<file path="src/rtl/prng_lane_add_seq.sv">
// Segmented 256-bit add/subtract that time-shares one 33-bit adder over eight 32-bit lanes.
// Carries chain only inside a segment; lane 0 is written on the first cycle after the accept.
module prng_lane_add_seq #(
    parameter int LANE_W  = 32,
    parameter int N_LANES = 8
) (
    input  logic                        clk_i,
    input  logic                        rst_n_i,
    input  logic                        in_valid_i,
    output logic                        in_ready_o,
    input  logic [LANE_W*N_LANES-1:0]   a_i,
    input  logic [LANE_W*N_LANES-1:0]   b_i,
    input  logic [2:0]                  width_i,
    input  logic                        sub_i,
    output logic                        out_valid_o,
    input  logic                        out_ready_i,
    output logic [LANE_W*N_LANES-1:0]   sum_o,
    output logic [N_LANES-1:0]          seg_carry_o
);

    localparam int CNT_W = $clog2(N_LANES);

    typedef logic [LANE_W*N_LANES-1:0] prng_t;
    typedef logic [2:0]                width_t;
    typedef struct packed {
        logic              carry;
        logic [LANE_W-1:0] val;
    } u32_w_c_t;

    typedef enum logic [1:0] {IDLE, RUN, DONE} state_t;

    // Bit 32k set means lane k starts a new segment. width bit 2 fuses lane pairs,
    // bit 1 fuses pairs into quads, bit 0 fuses the two quads.
    function automatic prng_t make_carry_mask(input width_t w);
        prng_t m;
        logic  fused;
        m = '0;
        for (int k = 0; k < N_LANES; k++) begin
            if (k == 0)          fused = 1'b0;
            else if (k % 2 == 1) fused = w[2];
            else if (k % 4 == 2) fused = w[1];
            else                 fused = w[0];
            m[LANE_W*k] = ~fused;
        end
        return m;
    endfunction

    state_t              state_q, state_d;
    logic [CNT_W-1:0]    lane_q, lane_d;
    prng_t               a_q, a_d, b_q, b_d, sum_q, sum_d;
    logic                sub_q, sub_d, carry_q, carry_d;
    logic [N_LANES-1:0]  seg_start_q, seg_start_d, seg_carry_q, seg_carry_d;

    prng_t               mask_in;
    logic [LANE_W-1:0]   b_lane;
    logic                cin, seg_top;
    u32_w_c_t            res;

    always_comb begin
        mask_in = make_carry_mask(width_i);
        b_lane  = sub_q ? ~b_q[LANE_W*lane_q +: LANE_W] : b_q[LANE_W*lane_q +: LANE_W];
        cin     = (lane_q == '0 || seg_start_q[lane_q]) ? sub_q : carry_q;
        res     = {1'b0, a_q[LANE_W*lane_q +: LANE_W]} + {1'b0, b_lane} + {{LANE_W{1'b0}}, cin};
        // lane_q+1 wraps to 0 on the last lane, whose start bit is always set
        seg_top = (lane_q == CNT_W'(N_LANES-1)) || seg_start_q[lane_q + 1'b1];
    end

    always_comb begin
        state_d     = state_q;
        lane_d      = lane_q;
        a_d         = a_q;
        b_d         = b_q;
        sub_d       = sub_q;
        carry_d     = carry_q;
        seg_start_d = seg_start_q;
        sum_d       = sum_q;
        seg_carry_d = seg_carry_q;
        case (state_q)
            IDLE: begin
                if (in_valid_i) begin
                    a_d         = a_i;
                    b_d         = b_i;
                    sub_d       = sub_i;
                    for (int k = 0; k < N_LANES; k++) seg_start_d[k] = mask_in[LANE_W*k];
                    lane_d      = '0;
                    carry_d     = 1'b0;
                    sum_d       = '0;
                    seg_carry_d = '0;
                    state_d     = RUN;
                end
            end
            RUN: begin
                sum_d[LANE_W*lane_q +: LANE_W] = res.val;
                carry_d                        = res.carry;
                seg_carry_d[lane_q]            = seg_top & res.carry;
                lane_d                         = lane_q + 1'b1;
                if (lane_q == CNT_W'(N_LANES-1)) state_d = DONE;
            end
            DONE: begin
                if (out_ready_i) state_d = IDLE;
            end
            default: state_d = IDLE;
        endcase
    end

    always_ff @(posedge clk_i or negedge rst_n_i) begin
        if (!rst_n_i) begin
            state_q     <= IDLE;
            lane_q      <= '0;
            a_q         <= '0;
            b_q         <= '0;
            sub_q       <= 1'b0;
            carry_q     <= 1'b0;
            seg_start_q <= '0;
            sum_q       <= '0;
            seg_carry_q <= '0;
        end else begin
            state_q     <= state_d;
            lane_q      <= lane_d;
            a_q         <= a_d;
            b_q         <= b_d;
            sub_q       <= sub_d;
            carry_q     <= carry_d;
            seg_start_q <= seg_start_d;
            sum_q       <= sum_d;
            seg_carry_q <= seg_carry_d;
        end
    end

    assign in_ready_o  = (state_q == IDLE);
    assign out_valid_o = (state_q == DONE);
    assign sum_o       = sum_q;
    assign seg_carry_o = seg_carry_q;

endmodule

</file>
<file path="config.mk">
export PLATFORM = sky130hd
export DESIGN_NAME = prng_lane_add_seq
export DESIGN_NICKNAME = d
export VERILOG_FILES = /design/src/rtl/prng_lane_add_seq.sv
export SDC_FILE = /design/constraint.sdc
export NUM_CORES = 2
export LEC_CHECK = 0
export ABC_CLOCK_PERIOD_IN_PS = 10250
export CORE_AREA = 2 2 305 307
export CTS_CLUSTER_SIZE = 20
export DETAILED_ROUTE_END_ITERATION = 7
export DIE_AREA = 0 0 307 309
export RECOVER_POWER = 25
export SETUP_SLACK_MARGIN = 0.4
export SLEW_MARGIN = 20
export SYNTH_ARGS = -nofsm -noshare
export SYNTH_HDL_FRONTEND = slang
export SYNTH_SLANG_ARGS = --single-unit
</file>
<file path="constraint.sdc">
create_clock -name clk_i -period 10.25 [get_ports clk_i]
set_clock_uncertainty 0.05 [all_clocks]
set_input_delay 1.025 -clock clk_i [delete_from_list [all_inputs] [get_ports clk_i]]
set_output_delay 1.025 -clock clk_i [all_outputs]
set_load 0.05 [all_outputs]
</file>
Word level (Yosys, flattened, before mapping)
Cells that the tools add are included.
{"block": "op_classes", "addsub": 4, "order_cmp": 3, "n_eq_ne": 6, "shift": 4, "n_mux": 22, "bitwise_logic": 5, "n_reduce_logical": 9}
{"operator": "$pmux 256 s2", "n": 1}
{"operator": "$shiftx 256x9->32", "n": 2}
{"operator": "$bwmux 256", "n": 1}
{"operator": "$mux 256", "n": 1}
{"operator": "$shift 32x34->256 const A", "n": 1}
{"operator": "$shiftx 32x34->256", "n": 1}
{"operator": "$neg 8->34", "n": 1}
{"operator": "$add 32x32->33", "n": 1}
{"operator": "$add 33x1->33", "n": 1}
{"operator": "$mux 32", "n": 1}
{"operator": "$not 32->32", "n": 1}
{"operator": "$pmux 8 s2", "n": 1}
{"operator": "$bwmux 8", "n": 1}
{"operator": "$lt 3x4->1 const B", "n": 2}
{"operator": "$mux 8", "n": 1}
{"operator": "$bmux 1 s3", "n": 2}
{"operator": "$mux 2", "n": 3}
{"operator": "$pmux 2 s3", "n": 1}
{"operator": "$pmux 3 s2", "n": 1}
{"operator": "$mux 1", "n": 5}
{"operator": "$ne 2x2->1 const B", "n": 2}
{"operator": "$reduce_and 2->1", "n": 2}
{"operator": "$add 3x1->3 const B", "n": 1}
{"operator": "$demux 1 s3", "n": 1}
{"operator": "other kinds (15)", "n": 18}
{"block": "word_totals", "register_bits": 791, "inputBits": 520, "output_inout_bits": 266, "elab_cells": 62}

Depth between registers and ports, before layout
{"block": "logic_depth", "word_depth": 8, "depth_mapped": 19, "depth_no_buf": 17}

Worst setup path after synthesis
OpenSTA, ideal clock, no wires.
{"block": "synth_timing", "path_kind": "register to register", "startpoint": "register lane_q[0]", "endpoint": "register sum_q[28] (netlist: sum_o[28])", "setup_ns": 0.070, "arrival_time_ns": 4.643, "required_ns": 10.130, "slack_ns": 5.487, "stages_incl_launch_ff": 18, "path_buffers": 1, "synth_period_minus_slack_ns": 4.763, "cell_sequence": "dfrtp_1 -> clkinv_1 -> clkbuf_1 -> ha_1 -> ha_1 -> a211oi_1 -> mux2_2 -> fa_1 -> fa_1 -> a21o_1 -> a21oi_4 -> nor2_2 -> o41ai_2 -> nand2_2 -> a21oi_4 -> o221ai_4 -> or3_1 -> nand3_1"}
{"block": "synth_between", "elab_chain_len": 8, "elab_cells_between_ends": 16, "classes_between": "add/sub: 3; shift: 4; mux: 6; bitwise: 1; reduce/logical: 2"}
{"element": "start, declared", "line": "49", "text": "logic [CNT_W-1:0] lane_q, lane_d;"}
{"element": "start signal, assigned", "line": "119", "text": "lane_q <= lane_d;"}
{"element": "$shiftx 256x9->32 or $bmux 1 s3 (tied branches)", "line": "61, 62"}
{"element": "$not 32->32 or $mux 1 (tied branches)", "line": "61, 62"}
{"element": "$mux 32 or $logic_or 1x1->1 (tied branches)", "line": "61, 62"}
{"element": "$add 32x32->33 or $mux 1 (tied branches)", "line": "63, 62"}
{"element": "$add 33x1->33", "line": "63", "text": "res = {1'b0, a_q[LANE_W*lane_q +: LANE_W]} + {1'b0, b_lane} + {{LANE_W{1'b0}}, cin};"}
{"element": "$shiftx 32x34->256", "line": "93", "text": "sum_d[LANE_W*lane_q +: LANE_W] = res.val;"}
{"element": "$bwmux 256 (*)", "line": "93"}
{"element": "$pmux 256 s2 (*)", "line": "78", "text": "case (state_q)"}
{"element": "end signal, assigned", "line": "125", "text": "sum_q <= sum_d;"}
{"element": "end, declared", "line": "50", "text": "prng_t a_q, a_d, b_q, b_d, sum_q, sum_d;"}
Mark *: on every way between the ends. The rest lies on a longest branch, timed or not. The select of a mux whose other input is x is not followed.
A chain may end at the register's enable or synchronous reset.

Final worst setup path
{"block": "layout_timing", "startpoint": "register lane_q[2]", "endpoint": "register sum_q[88] (netlist: sum_o[88])"}
Same word-level chain as after synthesis.

==> impl_metrics.env <==
export IMPL_grt_usage_pct=28.3
export IMPL_antenna_left=0
export IMPL_synth_adder_area_share_pct=1.51
export IMPL_hpwl_um=96400
export IMPL_grt_max_degree=239
export IMPL_die_h_um=309
export IMPL_ios=786
export IMPL_ys_seq_area_share_pct=57.6
export IMPL_clockRootBuffer="clkbuf_16"
export IMPL_finalWeightedCongestion=0.913
export IMPL_synthFlopType="dfrtp_1"
export IMPL_antenna_found_initial=26
export IMPL_post_route_util_pct=50.6
export IMPL_post_drt_via_cell_ratio=5.31
export IMPL_start_util_pct=37.4
export IMPL_rsz0062_at_grt="no"
export IMPL_synthMuxAreaShare_pct=0.981
export IMPL_portBuffers=785
export IMPL_ys_types=79
export IMPL_hold_class="register to register"
export IMPL_cts_setup_buffers=0
export IMPL_synth_compound_area_share_pct=12.6
export IMPL_num_vias=30300
export IMPL_insertion_delay_ns=0.65
export IMPL_areaGrowthSynthToFinish_pct=35.3
export IMPL_die_area_sq_um=94900
export IMPL_cts_buffers=86
export IMPL_violations="capacitance limit, slew limit"
export IMPL_drive_gt1_share_pct=6.03
export IMPL_cap_violations=4
export IMPL_syn_nets=4290
export IMPL_ys_async_sr_fraction_pct=100
export IMPL_firstDrtPassIters=5
export IMPL_final_common_cell="nand2_1"
export IMPL_syn_cell_area_sq_um=34200
export IMPL_die_x_um=307
export IMPL_max_freq_mhz=134
export IMPL_status="complete, but fails checks"
export IMPL_cts_resized=0
export IMPL_fin_tns_setup_ns=0
export IMPL_wl_per_cell_um=23.9
export IMPL_fin_crit_ns=7.48
export IMPL_slew_headroom_pct=-336
export IMPL_crit_path_start_kind="register"
export IMPL_synth_edf_count=0
export IMPL_clock_path_buffers=3
export IMPL_ys_seq_elements=787
export IMPL_ys_warn_count=0
export IMPL_syn_area_per_cell_sq_um=9.16
export IMPL_crit_path_end_kind="register"
export IMPL_clock_sinks=787
export IMPL_grt_pass1_wl_um=199000
export IMPL_final_cell_mix="nand2_1 (1,721), dfrtp_1 (785), clkdlybuf4s50_1 (783)"
export IMPL_maxSlewViolCount=434
export IMPL_h_tree_depth=3
export IMPL_design_core_area_sq_um=91400
export IMPL_worstSetupPathType="register to register"
export IMPL_worst_pin_slew_ns=6.55
export IMPL_cts_tree="done"
export IMPL_path_max_fanout=20
export IMPL_worstPathArrival_ns=7.91
export IMPL_first_global_vias=29900
export IMPL_drc=0
export IMPL_yosys_area_share_simple_pct=22.7
export IMPL_setup_viol=0
export IMPL_synth_top_family_by_area="simple AND/OR/NAND/NOR gates"
export IMPL_hold_viol=0
export IMPL_worstPathRequired_ns=10.68
export IMPL_period_share_pct=73.0
export IMPL_grt_ovfl_total=0
export IMPL_cts_hold_buf=0
export IMPL_drtIter0Drc=2829
export IMPL_rows=111
export IMPL_routed_wl_um=136000
export IMPL_syn_inst=3730
export IMPL_nNetsFinal=4988
export IMPL_synth_xor_area_share_pct=1.71
export IMPL_path_clk_slew_ns=0.06
## metrics by stage
| step | cell area [sq um] | std cells | setup WS (ns) | hold WS [ns] |
|---|---|---|---|---|
| floorplan | 34200 | 3730 | 5.49 | 0.388 |
| global placement | 43300 | 5525 | 3.40 | 0.402 |
| detailed placement | 43400 | 5525 | 3.27 | 0.408 |
| CTS | 46200 | 5678 | 3.23 | 0.393 |
| global route | 46300 | 5703 | 2.32 | 0.436 |
| finish | 46300 | 5704 | 2.77 | 0.415 |
## flip-flops by register name (all words and copies together) (netlist names)
register     count
a_q            256
carry_q          1
sub_q            1
b_q            256
lane_q           3
sum_o          256
seg_start_q      4
state_q          2
seg_carry_o      8
## kinds of logic after synthesis
group | after synthesis
AND/OR/NAND/NOR | 1965
flip-flops | 787
multiplexers | 29
buffers and inverters | 256
adder cells (fa/ha/maj) | 40
XOR/XNOR | 61
AO/OA/AOI/OAI | 592
## critical path, cell delays in order (launching register included)
cell and delay (ns):
dfrtp_1 1.08, clkbuf_1 0.84, inv_1 0.55, nor2_1 0.27, nand2_1 0.39, buf_4 0.43
o22ai_1 0.18, nor4_1 0.13, fa_1 0.47, fa_1 0.50, a21o_1 0.23, a21oi_4 0.20
nor2_2 0.05, o41ai_2 0.58, nand2_2 0.19, a21oi_4 0.27, o21ai_1 0.12, xnor2_1 0.53
o21ai_0 0.22
## per-layer routing
metal  wire length [um]  up-vias  global-route usage, %  part of all wire [%]
met5                 27        -                      0                 0.020
met1              56100    14900                   37.1                    41
li1                   -    13900                      -                     -
met2              65400     1192                   46.0                    48
met4               6080        4                   13.4                   4.5
met3               8810      256                   4.62                   6.5
## layout make-up
cell class              count  area (sq um)
diodes                     25          62.6
well taps                1186          1480
flip-flops and latches    787         19700
clock buffers             124          2520
clock inverters            29           347
repair buffers            854          8440
inverters                  12          45.0
fillers                  8612         45100
multi-input cells        2687         13700
## synth_stat cells (all sizes together), types with 38 or more instances
master  number  share of area [%]
nor2        60               0.67
xor2        39                1.1
ha          38                1.4
o22ai      108                2.0
a22oi      112                2.5
a22o       139                3.6
dfrtp      787                 58
nand3       69                1.0
clkbuf     217                2.5
nand2     1722                 19
o21ai       93                1.4
a21oi       45               0.74
## worst paths after layout
path / slack (ns) / end / from / cells after the start
worst min-delay path: 0.42 / a_q[243]$_DFFE_PN0P_ / a_q[243]$_DFFE_PN0P_ / 2
worst max-delay path: 2.77 / sum_o[88]$_DFFE_PN0P_ / lane_q[2]$_DFFE_PN0P_ / 18
worst min register to register: 0.42 / a_q[243]$_DFFE_PN0P_ / a_q[243]$_DFFE_PN0P_ / 2
max in group asynchronous: 3.61 / a_q[184]$_DFFE_PN0P_ / rst_n_i / 3
worst max register to register: 2.77 / sum_o[88]$_DFFE_PN0P_ / lane_q[2]$_DFFE_PN0P_ / 18
min in group asynchronous: 2.73 / a_q[111]$_DFFE_PN0P_ / rst_n_i / 1
Power is not shown: default switching activity piles up to over one toggle a cycle in this logic, so the estimate is an artifact.
